### src/rtl/ahb_slave_sel.sv
// rtl/ahb_slave_sel.sv - AHB-Lite address decoder, data-phase select register and default ERROR slave
module ahb_slave_sel #(
  parameter int              NS       = 26,
  parameter int              AW       = 32,
  parameter logic [AW-1:0]   BASE     = '0,
  parameter int              RGN_BITS = 12
) (
  input  logic          hclk,
  input  logic          hreset,
  input  logic [AW-1:0] haddr,
  input  logic [1:0]    htrans,
  input  logic          hready,
  output logic [NS-1:0] hsel,
  output logic          hsel_def,
  output logic [NS-1:0] sel_dp,
  output logic          sel_def_dp,
  output logic          def_hreadyout,
  output logic          def_hresp
);

  localparam logic [1:0] ST_IDLE = 2'd0;
  localparam logic [1:0] ST_ERR1 = 2'd1;
  localparam logic [1:0] ST_ERR2 = 2'd2;

  logic [AW-1:0] off;
  logic [AW-1:0] idx;
  logic          in_range;
  logic          def_req;
  logic          unused_htrans;

  logic [NS-1:0] sel_dp_d, sel_dp_q;
  logic          sel_def_dp_d, sel_def_dp_q;
  logic [1:0]    state_d, state_q;

  // Only the active/inactive distinction of htrans matters to the default slave
  assign unused_htrans = htrans[0];

  // Region decode; haddr below BASE is rejected explicitly so the subtraction cannot wrap into a slave
  always_comb begin
    off      = haddr - BASE;
    idx      = off >> RGN_BITS;
    in_range = (haddr >= BASE) && (idx < AW'(NS));
    hsel     = '0;
    for (int i = 0; i < NS; i++) begin
      if (in_range && (idx == AW'(i))) begin
        hsel[i] = 1'b1;
      end
    end
    hsel_def = ~|hsel;
  end

  // An active transfer to the default slave, accepted by the bus this cycle
  assign def_req = hready & hsel_def & htrans[1];

  // Data-phase select advances only when the address phase is accepted
  always_comb begin
    sel_dp_d     = sel_dp_q;
    sel_def_dp_d = sel_def_dp_q;
    if (hready) begin
      sel_dp_d     = hsel;
      sel_def_dp_d = hsel_def;
    end
  end

  // Default slave: two-cycle ERROR; ERR2 may chain straight into another ERR1
  always_comb begin
    state_d = ST_IDLE;
    case (state_q)
      ST_IDLE: state_d = def_req ? ST_ERR1 : ST_IDLE;
      ST_ERR1: state_d = ST_ERR2;
      ST_ERR2: state_d = def_req ? ST_ERR1 : ST_IDLE;
      default: state_d = ST_IDLE;
    endcase
  end

  // State registers; reset selects the default slave so hready is high and the bus cannot hang
  always_ff @(posedge hclk) begin
    if (hreset) begin
      sel_dp_q     <= '0;
      sel_def_dp_q <= 1'b1;
      state_q      <= ST_IDLE;
    end else begin
      sel_dp_q     <= sel_dp_d;
      sel_def_dp_q <= sel_def_dp_d;
      state_q      <= state_d;
    end
  end

  assign sel_dp        = sel_dp_q;
  assign sel_def_dp    = sel_def_dp_q;
  assign def_hreadyout = (state_q != ST_ERR1);
  assign def_hresp     = (state_q != ST_IDLE);

endmodule
### config.mk
export PLATFORM = sky130hd
export DESIGN_NAME = ahb_slave_sel
export DESIGN_NICKNAME = d
export VERILOG_FILES = /design/src/rtl/ahb_slave_sel.sv
export SDC_FILE = /design/constraint.sdc
export NUM_CORES = 1
export LEC_CHECK = 0
export ABC_AREA = 0
export CORE_MARGIN = 2
export CORE_UTILIZATION = 37
export DETAILED_ROUTE_END_ITERATION = 8
export PLACE_DENSITY_LB_ADDON = 0.25
export SLEW_MARGIN = 25
export SYNTH_ARGS = -nofsm -noshare
export SYNTH_HDL_FRONTEND = slang
export SYNTH_SLANG_ARGS = --single-unit
### constraint.sdc
create_clock -name hclk -period 1.55 [get_ports hclk]
set_input_delay 0.155 -clock hclk [delete_from_list [all_inputs] [get_ports hclk]]
set_output_delay 0.155 -clock hclk [all_outputs]
set_load 0.05 [all_outputs]
==> flow_metrics.tcl <==
set metrics [dict create \
    cp_slowest_cell "nor4_4" \
    p_int_mw 1.19 \
    fmax_mhz 608 \
    gp_congestion 0.769 \
    ant_nets 0 \
    max-cap-violations 0 \
    wl_met2_um 3390 \
    total_power_mw 1.62 \
    route.met3.wl_um 309 \
    clk_pin_slew_ps 60 \
    place_ws_ps -402 \
    pwr-share-seq 0.461 \
    dr.max_layer_used "met4" \
    hp-start "haddr[19]" \
    holdPathEnd "sel_dp[24]" \
    routedWlPerCell_um 18.1 \
    tightest_slew_ps 412 \
    dieArea_um2 4760 \
    syn_nets 206 \
    violations "setup timing" \
    place_area_um2 3110 \
    status "finished with violations" \
    period_share 1.06 \
    worstSetupPathType "in -> out" \
    crit_path_max_fanout 5 \
    slowest_delay_ps 280 \
    swShare 0.269 \
    power_frac_clock 0.359 \
    grt_max_degree 31 \
    holdPathStages 4 \
    antenna_cells 0 \
    worst_r2r_path_depth 2 \
    drive_above_1_share 0.590 \
    p_sw_uw 436 \
    routed_wl_um 6230 \
    setup_viol 20 \
    synth_fa_ha_area_frac 0 \
    clock_path_buffers 2 \
    synth_top_family_by_area "simple AND/OR/NAND/NOR gates" \
    vdd.ir_drop.worst_uv 488 \
    clk_latency_ps 280 \
    coreArea_um2 4030 \
    die_height_um 69.0 \
    grt_pass1_vias 1839 \
    synth-seq-cells 29 \
    hpwlAfterDp_um 4240 \
    synthXorXnorAreaFrac 0 \
    placementRows 23 \
    grt_usage 0.244 \
    cts_buffers 5 \
    syn-instance-count 169 \
    report.final.hold_viol_count 0 \
    pwr-share-comb 0.179 \
    end_kind "output port" \
    cts_sinks 29 \
    final_area_um2 3350 \
    met1Wirelength_um 2360 \
    synth-simple-area-share 0.401 \
    p_leak_nw 1.46 \
    yosys_warnings 0 \
    fill_cells 218 \
    h-tree-depth 2 \
    skew_ps 0.192 \
    r2r-start "sel_dp[20]" \
    whs_ps 349 \
    nNetsFinal 331 \
    synth_area_um2 1560 \
    relSlewSlack 0.724 \
    synth.avg_cell_area_um2 9.25 \
    grt_first_pass_wirelength_um 9430 \
    ios 93 \
    portBuffers 79 \
    drc_errors 0 \
    cp_data_required_time_ps 1390 \
    routed_via_density 5.52 \
    chipWidth_um 69.0 \
    worstPathCellList "buf_6, nor4_4, buf_4, nand4_1, buf_4, nor4_4, buf_12" \
    grt_overflow 0 \
    dr_total_vias 1905 \
    clockRootBuffer "clkbuf_8" \
    ys_types 31 \
    start_util 0.388 \
    power_density_nw_per_um2 484 \
    layout_min_cycle_time_ps 1640 \
    cts_tree "yes" \
    hold_path.class "in -> reg" \
    crit_path_start_kind "primary input" \
    drt_iter0_markers 90 \
    arrival_ps 1490 \
    drt-pass1-iter-count 4 \
    rsz0062_at_grt "yes" \
    synth_compound_area_frac 0.158 \
    r2r_end "sel_dp[20]" \
    synth_seq_area_share 0.371 \
    antenna_found_initial 0 \
    slew_violations 0 \
    synth_mux_area_frac 0 \
    setup_slack_ps -94.4 \
    ff2ff_setup_slack_ps 740 \
    area_growth_pct 114 \
    ctsHoldBuffers 0 \
]
cells in the mapped netlist:
cell type / n / area [um^2]
nand4_4: 2 / 42.5
nor4_4: 3 / 63.8
nand3_1: 1 / 5.00
nor2b_1: 5 / 31.3
buf_4: 1 / 7.51
nor4b_1: 1 / 8.76
nand2_4: 1 / 11.3
a31oi_1: 1 / 6.26
a21oi_1: 1 / 5.00
or2_2: 2 / 12.5
nand4_2: 1 / 12.5
nand4b_1: 2 / 17.5
buf_2: 1 / 5.00
and2_2: 1 / 7.51
or2b_4: 1 / 11.3
nand2_1: 7 / 26.3
and3_1: 1 / 6.26
nor2_1: 3 / 11.3
nor3_2: 8 / 80.1
nand2_2: 1 / 6.26
inv_1: 11 / 41.3
o32ai_1: 26 / 228
nor4_1: 3 / 18.8
o211ai_1: 1 / 7.51
buf_6: 2 / 22.5
nand4_1: 6 / 37.5
nor3_1: 18 / 90.1
nand3b_1: 1 / 7.51
nand2b_1: 19 / 119
dfxtp_1: 29 / 581
clkbuf_1: 9 / 33.8
worst max-delay path: cells and delay by family:
kind,cells,cell delay [ps]
buffers and inverters,4,660
and+or+nand+nor,3,680
worst max-delay path by stage:
stage / from / to / cells after the start
global placement: haddr[31] / hsel[24] / 6
finish: haddr[30] / hsel[24] / 7
CTS: haddr[20] / hsel[24] / 7
global route: haddr[30] / hsel[24] / 7
floorplan: haddr[27] / hsel[4] / 3
detailed placement: haddr[31] / hsel[24] / 6
repair_timing:
| item | CTS | global route |
|---|---|---|
| buffers inserted | 5 | 6 |
| endpoints found under the setup margin | 35 | 23 |
| hold endpoints to repair | 0 | 0 |
| gates resized for setup | 75 | 12 |
| pin swaps | 11 | 5 |
through the flow:
| stage | utilization | std cells | TNS (ps) |
|---|---|---|---|
| 6_report | 0.831 | 345 | -501 |
| 5_1_grt | 0.831 | 345 | -2130 |
| 4_1_cts | 0.806 | 339 | -142 |
| 3_5_place_dp | 0.771 | 326 | -15660 |
| 3_3_place_gp | 0.771 | 326 | -14250 |
| 2_1_floorplan | - | 169 | -6400 |
final cells by class:
| cell class | count | area, um^2 | area share |
|---|---|---|---|
| flip-flops and latches | 29 | 581 | 0.173 |
| multi-input cells | 116 | 1150 | 0.344 |
| inverters | 11 | 45.0 | 0.0135 |
| clock inverters | 2 | 10.0 | 0.00299 |
| clock buffers | 6 | 72.6 | 0.0217 |
| well taps | 50 | 62.6 | 0.0187 |
| repair buffers | 131 | 1430 | 0.426 |
power by group through the flow:
stage | sequential, mW | combinational (mW) | clock (mW)
finish | 0.748 | 0.291 | 0.583
global route | 0.747 | 0.309 | 0.633
CTS | 0.748 | 0.270 | 0.587
detailed placement | 0.764 | 0.274 | 0
global placement | 0.764 | 0.268 | 0
floorplan | 0.764 | 0.122 | 0
registers in the layout, summed over array words and instances (netlist names):
register    cells
sel_dp         26
state_q         2
sel_def_dp      1
cell usage in the layout (no fill, tap or decap), types with 2 or more instances in the layout:
cell type        count
buf_12              31
buf_2                6
buf_4               69
buf_6               13
clkbuf_8             5
clkdlybuf4s15_1      3
clkdlybuf4s50_1      3
clkinv_2             2
dfxtp_1             29
dlygate4sd2_1        4
inv_1               10
nand2_1              6
nand2_2              2
nand2b_1            18
nand4_1              6
nand4_4              2
nand4b_1             2
nor2_1               2
nor2b_1              4
nor3_2               3
nor3_4              22
nor4_4               5
o32ai_1             26
cell families (layout without fill, tap and decap cells):
| group | after synthesis | count (layout) |
|---|---|---|
| AO/OA/AOI/OAI | 29 | 29 |
| buffers and inverters | 24 | 150 |
| AND/OR/NAND/NOR | 87 | 87 |
| flip-flops | 29 | 29 |
routing by layer:
metal,track usage,up-vias
li1,-,890
met4,0.0719,0
met2,0.454,76
met5,0,-
met3,0.0351,15
met1,0.288,924
No activity file was read; power rests on OpenSTA's default activity.
